<file path="config.mk">
export PLATFORM = sky130hd
export DESIGN_NAME = io_cfg_seq_flat
export DESIGN_NICKNAME = d
export VERILOG_FILES = /design/src/rtl/io_cfg_seq_if.sv /design/src/rtl/io_cfg_seq.sv /design/src/flat_wrapper.sv
export SDC_FILE = /design/constraint.sdc
export NUM_CORES = 1
export LEC_CHECK = 0
export CAP_MARGIN = 20
export CORE_AREA = 4 4 73 75
export CTS_CLUSTER_DIAMETER = 50
export DETAILED_ROUTE_END_ITERATION = 16
export DIE_AREA = 0 0 77 79
export PLACE_DENSITY = 0.54
export SYNTH_ARGS = -nofsm -noshare
export SYNTH_HDL_FRONTEND = slang
export SYNTH_SLANG_ARGS = --single-unit
export TNS_END_PERCENT = 30
</file>
<file path="constraint.sdc">
create_clock -name prog_clk -period 2.8 [get_ports prog_clk]
set_input_delay 0.56 -clock prog_clk [delete_from_list [all_inputs] [get_ports prog_clk]]
set_output_delay 0.56 -clock prog_clk [all_outputs]
set_load 0.03 [all_outputs]
</file>
<file path="src/rtl/io_cfg_seq_if.sv">
// Programming-side handshake bundle for io_cfg_seq.
//   cfg_start : request a (re)configuration
//   cfg_data  : serial direction bit
//   cfg_valid : cfg_data qualifier
//   cfg_ready : sequencer accepts a bit (SHIFT only)
//   cfg_busy  : sequence in progress
// The master modport is the programming interface; the slave modport is the sequencer.
interface io_cfg_seq_if;
  logic cfg_start;
  logic cfg_data;
  logic cfg_valid;
  logic cfg_ready;
  logic cfg_busy;

  modport master (
    output cfg_start,
    output cfg_data,
    output cfg_valid,
    input  cfg_ready,
    input  cfg_busy
  );

  modport slave (
    input  cfg_start,
    input  cfg_data,
    input  cfg_valid,
    output cfg_ready,
    output cfg_busy
  );
endinterface

</file>
<file path="src/rtl/io_cfg_seq.sv">
// I/O ring configuration sequencer.
// Isolates the pads, serially loads per-pad direction bits into a shadow register,
// commits them to fpga_dir together with config_done, then releases isolation
// after a guard interval.
// Ports:
//   prog_clk    : clock, rising edge
//   prog_rst_n  : asynchronous active-low reset
//   cfg         : handshake bundle (slave side)
//   config_done : pad CONFIG_DONE gate
//   io_isol_n   : pad isolation, 0 = isolated
//   fpga_dir    : per-pad direction, 1 = input, 0 = output
module io_cfg_seq #(
  parameter int unsigned NUM_IO       = 8,
  parameter int unsigned GUARD_CYCLES = 4
) (
  input  logic              prog_clk,
  input  logic              prog_rst_n,
  io_cfg_seq_if.slave       cfg,
  output logic              config_done,
  output logic              io_isol_n,
  output logic [NUM_IO-1:0] fpga_dir
);

  localparam int unsigned GW = $clog2(GUARD_CYCLES + 1);
  localparam int unsigned BW = $clog2(NUM_IO + 1);
  localparam logic [GW-1:0] GUARD_LAST = GW'(GUARD_CYCLES - 1);
  localparam logic [BW-1:0] BIT_LAST   = BW'(NUM_IO - 1);

  typedef enum logic [2:0] {
    IDLE,
    ISOLATE,
    SHIFT,
    COMMIT,
    RELEASE,
    ACTIVE
  } state_t;

  state_t            state, state_nxt;
  logic [GW-1:0]     guard_cnt;
  logic [BW-1:0]     bit_cnt;
  logic [NUM_IO-1:0] shadow;
  logic [NUM_IO-1:0] shadow_shifted;

  // First bit sent ends up in bit 0 after NUM_IO shifts.
  generate
    if (NUM_IO == 1) begin : g_shift1
      assign shadow_shifted = cfg.cfg_data;
    end else begin : g_shiftn
      assign shadow_shifted = {cfg.cfg_data, shadow[NUM_IO-1:1]};
    end
  endgenerate

  assign cfg.cfg_ready = (state == SHIFT);
  assign cfg.cfg_busy  = (state == ISOLATE) || (state == SHIFT) ||
                         (state == COMMIT)  || (state == RELEASE);

  always_ff @(posedge prog_clk or negedge prog_rst_n) begin
    if (!prog_rst_n) begin
      state <= IDLE;
    end else begin
      state <= state_nxt;
    end
  end

  always_comb begin
    state_nxt = state;
    case (state)
      IDLE, ACTIVE: if (cfg.cfg_start) state_nxt = ISOLATE;
      ISOLATE:      if (guard_cnt == GUARD_LAST) state_nxt = SHIFT;
      SHIFT:        if (cfg.cfg_valid && (bit_cnt == BIT_LAST)) state_nxt = COMMIT;
      COMMIT:       state_nxt = RELEASE;
      RELEASE:      if (guard_cnt == GUARD_LAST) state_nxt = ACTIVE;
      default:      state_nxt = IDLE;
    endcase
  end

  // Guard counter parks at its terminal value instead of incrementing past it,
  // so it never wraps regardless of width.
  always_ff @(posedge prog_clk or negedge prog_rst_n) begin
    if (!prog_rst_n) begin
      config_done <= 1'b0;
      io_isol_n   <= 1'b0;
      fpga_dir    <= '1;
      shadow      <= '0;
      guard_cnt   <= '0;
      bit_cnt     <= '0;
    end else begin
      case (state)
        IDLE, ACTIVE: begin
          if (cfg.cfg_start) begin
            config_done <= 1'b0;
            io_isol_n   <= 1'b0;
            guard_cnt   <= '0;
          end
        end
        ISOLATE: begin
          if (guard_cnt == GUARD_LAST) begin
            bit_cnt <= '0;
          end else begin
            guard_cnt <= guard_cnt + GW'(1);
          end
        end
        SHIFT: begin
          if (cfg.cfg_valid) begin
            shadow  <= shadow_shifted;
            bit_cnt <= bit_cnt + BW'(1);
          end
        end
        COMMIT: begin
          fpga_dir    <= shadow;
          config_done <= 1'b1;
          guard_cnt   <= '0;
        end
        RELEASE: begin
          if (guard_cnt == GUARD_LAST) begin
            io_isol_n <= 1'b1;
          end else begin
            guard_cnt <= guard_cnt + GW'(1);
          end
        end
        default: ;
      endcase
    end
  end

endmodule

</file>
<file path="src/flat_wrapper.sv">
// flat-port wrapper written by rule: the top's interface ports become plain ports
module io_cfg_seq_flat 
#(
  parameter int unsigned NUM_IO       = 8,
  parameter int unsigned GUARD_CYCLES = 4
)
  (prog_clk, prog_rst_n, config_done, io_isol_n, fpga_dir, cfg_cfg_start, cfg_cfg_data, cfg_cfg_valid, cfg_cfg_ready, cfg_cfg_busy);
  io_cfg_seq_if cfg_i ();
  input  logic prog_clk;
  input  logic prog_rst_n;
  output logic config_done;
  output logic io_isol_n;
  output logic [NUM_IO-1:0] fpga_dir;
  input wire logic [$bits(cfg_i.cfg_start)-1:0] cfg_cfg_start;
  input wire logic [$bits(cfg_i.cfg_data)-1:0] cfg_cfg_data;
  input wire logic [$bits(cfg_i.cfg_valid)-1:0] cfg_cfg_valid;
  output wire logic [$bits(cfg_i.cfg_ready)-1:0] cfg_cfg_ready;
  output wire logic [$bits(cfg_i.cfg_busy)-1:0] cfg_cfg_busy;
  assign cfg_i.cfg_start = cfg_cfg_start;
  assign cfg_i.cfg_data = cfg_cfg_data;
  assign cfg_i.cfg_valid = cfg_cfg_valid;
  assign cfg_cfg_ready = cfg_i.cfg_ready;
  assign cfg_cfg_busy = cfg_i.cfg_busy;
  io_cfg_seq #(.NUM_IO(NUM_IO), .GUARD_CYCLES(GUARD_CYCLES)) u_core (.prog_clk(prog_clk), .prog_rst_n(prog_rst_n), .cfg(cfg_i), .config_done(config_done), .io_isol_n(io_isol_n), .fpga_dir(fpga_dir));
endmodule
</file>
Word-level counts from Yosys, hierarchy flattened
Index checks and enable logic that the tools add are counted.
- flip-flop bits (word level): 28
- bits of input ports: 5
- logic and storage cells: 54
- $add $sub $neg: 2
- eq/ne operators: 13
- multiplexer cells: 15
- reductions and logical operators: 17
- operators by type and width (kind ; number):
    $mux 3 ; 6
    $pmux 3 s5 ; 1
    $ne 2x2->1 const B ; 5
    $eq 3x2->1 const B ; 3
    $pmux 3 s3 ; 1
    $reduce_and 3->1 ; 3
    $mux 4 ; 2
    $pmux 4 s2 ; 1
    $eq 3x3->1 const B ; 2
    $reduce_bool 2->1 ; 3
    $add 4x1->4 const B ; 1
    $eq 4x3->1 const B ; 1
    $pmux 1 s2 ; 2
    $reduce_and 2->1 ; 2
    $reduce_and 4->1 ; 1
    $reduce_or 2->1 ; 2
    $add 3x1->3 const B ; 1
    $eq 3x1->1 const B ; 1
    $logic_not 3->1 ; 1
    $logic_or 1x1->1 ; 3
    $reduce_bool 3->1 ; 1
    $mux 1 ; 2
    $ne 2x1->1 const B ; 1
    $logic_and 1x1->1 ; 1

Depth between registers and ports, before layout
- word-level depth: 4
- mapped depth: 6

Least setup slack after synthesis
Ideal clock, no wire load.
- kind: register to output
- from: register u_core.state[2]
- to: output port cfg_cfg_busy
- arrival: 1.135 ns
- data required time: 2.240 ns
- slack: 1.105 ns
- stages on the path, launching flop included: 3
- cell sequence: dfrtp_1 buf_4 xnor2_1
- longest elaborated chain between the ends: 4
- elaborated cells between the ends (all ways): 7
- those cells by class: eq/ne: 4; reduce/logical: 3
- RTL lines (element ; line ; RTL):
    start, declared ; io_cfg_seq.sv:38 ; state_t state, state_nxt;
    start signal, assigned ; io_cfg_seq.sv:61 ; state <= state_nxt;
    $eq 3x1->1 / $eq 3x2->1 (equally long branches) ; io_cfg_seq.sv:54 ; assign cfg.cfg_busy = (state == ISOLATE) || (state == SHIFT) ||
    $logic_or 1x1->1 (2 in series) ; io_cfg_seq.sv:54 ;
    $logic_or 1x1->1 (*) ; io_cfg_seq.sv:55 ; (state == COMMIT) || (state == RELEASE);
    end, declared ; flat_wrapper.sv:18 ; output wire logic [$bits(cfg_i.cfg_busy)-1:0] cfg_cfg_busy;
Every way passes the cells marked *; elsewhere a longest branch is shown, timed or not.

Worst setup path in the final report
- from: register u_core.state[1]
- to: output port cfg_cfg_busy
Same word-level chain as after synthesis.

==> metrics.txt <==
status finished, final reports clean; setup_tns 0 ns; routability cong. 0.742; final cell count without fillers 177; worst skew pair latency approximately 0.27 ns; initial antenna violation count 0; Syn. warnings 0; met3 routed WL 108 um; Tmin final about 2.4 ns; #FFs+latches synth 28; Yosys cell types 35; critical path type register to primary output; Worst EP required 2.24 ns; Synth Instances about 110; WP data arrival around 1.9 ns; initial DRC count 31; worst hold path class register to register; CP endpoint kind primary output; WL/cell 12.9 um; CTS tree done; Post-CTS Setup Inserts 0; DRT Pass-1 Iters 4; highest clock rate 410 MHz; register area 711 um2; die footprint 6080 um2; Core ar. 4660 um2; num rows 25; Global Route Usage Sum 8.35%; post-CTS sizing 0; cell area after synthesis 1370 um2; Post-Route M1 WL 1.14 mm; Final ANT Viol Nets 0; initial core utilization 29.3%; CP Launch Type register; port bufs 16; commonest cells after routing, fill and taps aside 20 x dfrtp_1, 16 x clkdlybuf4s50_1, 12 x mux2_2, 8 x mux2_4, 8 x dfstp_2; Post-Syn Nets 115; wirelength, routed 2.28 mm; Worst Clk Skew 0.00254 ns; CTS Buffer Depth 2; # diodes 0; H-tree Lvls 1; DRC Markers 0; Max Cap Violations 0; vias per cell around 4.7; Horiz. Die Dim 77 um; Multi-input gate area just over 600 um2; Detailed Place HPWL between 1.5 and 2 mm; Die Ht 79 um; Slew headroom between 60 and 70%; final setup violation count 0; setup ws final 0.362 ns; Leak Pwr 0.704 nW; pins over their slew limit 0; Synth-to-Final Area Change 18.7%; crit path from u_core.state[1]$_DFFE_PN0P_; total CTS buffers 3; TritonCTS sink count 28; Total Power Consumption 1.37 mW; Syn Area/Cell 12.9 um2; Nets about 130; met2 wire len about 1.0 mm; Max IR drop VDD 0.380 mV; placed cell count 173; sequential area share after synthesis 52.1%; Via Count 834; proportion of layout cells with a drive suffix above 1 32.5%; fin crit share between 80% and 90%; remaining global-route overflow 0; pre-CTS setup slack 0.653 ns; Min Hold Slack about 0.5 ns; vias in the first global route ~850; max layer used met4; first-pass GRT wire length 4.08 mm; CP max FO 15; Fillers 462; largest net degree at the start of global routing 29; pwr/cell area 848 nW/um2; worst hold path startpoint u_core.config_done$_DFFE_PN0P_; IO Count 17; CTS clk-pin slew, worst paths ~0.090 ns; hold-fix buffers at CTS 0; launching point of the worst reg2reg path u_core.state[1]$_DFFE_PN0P_; unrepaired setup endpoints after global routing no; Final Hold Fails 0; Tightest Pin Transition 0.477 ns; CTS root buf clkbuf_8; commonest non-fill, non-tap cell in the layout dfrtp_1
-- final timing paths --
check | to | slack [ns] | cells after the start
setup reg to reg | u_core.shadow[2]$_DFFE_PN0P_ | 1.19 | 4
min in group asynchronous | u_core.io_isol_n$_DFFE_PN0P_ | 0.65 | 2
max in group asynchronous | u_core.fpga_dir[7]$_DFFE_PN1P_ | 1.84 | 2
hold reg to reg | u_core.config_done$_DFFE_PN0P_ | 0.50 | 2
setup / recovery | cfg_cfg_busy | 0.36 | 3
hold / removal | u_core.config_done$_DFFE_PN0P_ | 0.50 | 2
-- state kept, by name, summed over array words and instances (netlist names) --
name,cells
u_core.shadow,8
u_core.fpga_dir,8
u_core.config_done,1
u_core.guard_cnt,3
u_core.io_isol_n,1
u_core.state,3
u_core.bit_cnt,4
-- stage by stage --
step / utilization [%] / cell area (um2)
3_3_place_gp: 33.6 / 1570
6_report: 34.8 / 1620
5_1_grt: 34.8 / 1620
3_5_place_dp: 33.6 / 1570
4_1_cts: 34.8 / 1620
2_1_floorplan: - / 1370
-- cell families (layout without fill, tap and decap cells) --
| group | Yosys count | after routing | synth area share, % |
|---|---|---|---|
| compound gates | 12 | 12 | 5.13 |
| xor+xnor | 2 | 2 | 1.28 |
| fa+ha+maj | 4 | 4 | 3.67 |
| buf+inv | 5 | 22 | 2.84 |
| flops | 28 | 28 | 52.1 |
| mux | 21 | 21 | 19.4 |
| simple gates | 34 | 34 | 15.6 |
-- cells in the mapped netlist --
cell type	number	share of area, %
dfstp_2	8	15
nand2b_1	3	1.4
nand2b_2	1	0.64
nor3_1	3	1.1
buf_8	1	1.1
mux2_4	8	8.8
nand3b_1	3	1.6
nand4b_1	1	0.64
a21o_1	1	0.55
nand4_1	1	0.46
and2_1	1	0.46
inv_1	1	0.27
nand2_1	6	1.6
buf_4	2	1.1
nand3_1	1	0.37
dfrtp_1	20	37
nor2_4	1	0.82
o21ai_0	7	2.6
nand3_2	1	0.73
mux2_2	12	9.9
nor2b_1	4	1.8
buf_2	1	0.37
and2_4	1	0.64
mux2i_1	1	0.73
ha_1	4	3.7
nor3b_1	1	0.55
nor2_1	2	0.55
o21ai_1	1	0.37
a21oi_1	1	0.37
and2b_4	1	0.73
xnor2_1	2	1.3
o32ai_1	1	0.64
a22o_1	1	0.64
nand2_2	2	0.92
and3_1	1	0.46
-- layout make-up --
| type | instances | area share [%] |
|---|---|---|
| multi-input cells | 73 | 38.0 |
| clock buffers | 4 | 3.40 |
| repair buffers | 17 | 10.3 |
| flip-flops and latches | 28 | 43.9 |
| well taps | 54 | 4.17 |
| inverters | 1 | 0.232 |
-- worst max-delay path, cell delays in order, from the launching register on --
cell,delay [ns]
dfrtp_1,0.54
nor2_1,0.24
xnor2_1,0.14
clkdlybuf4s50_1,0.69
-- layer usage --
metal  track usage (%)  vias to the layer above
li1                  -                      405
met1              11.2                      407
met2              13.0                       20
met3              2.83                        2
met4              2.14                        0
met5                 0                        -
-- power by group --
part / total (mW) / switching [mW] / internal, mW
combinational: 0.524 / 0.252 / 0.272
sequential: 0.604 / 0.107 / 0.498
clock: 0.246 / 0.120 / 0.126
total: 1.37 / 0.478 / 0.895
No activity file was read; power rests on OpenSTA's default activity.
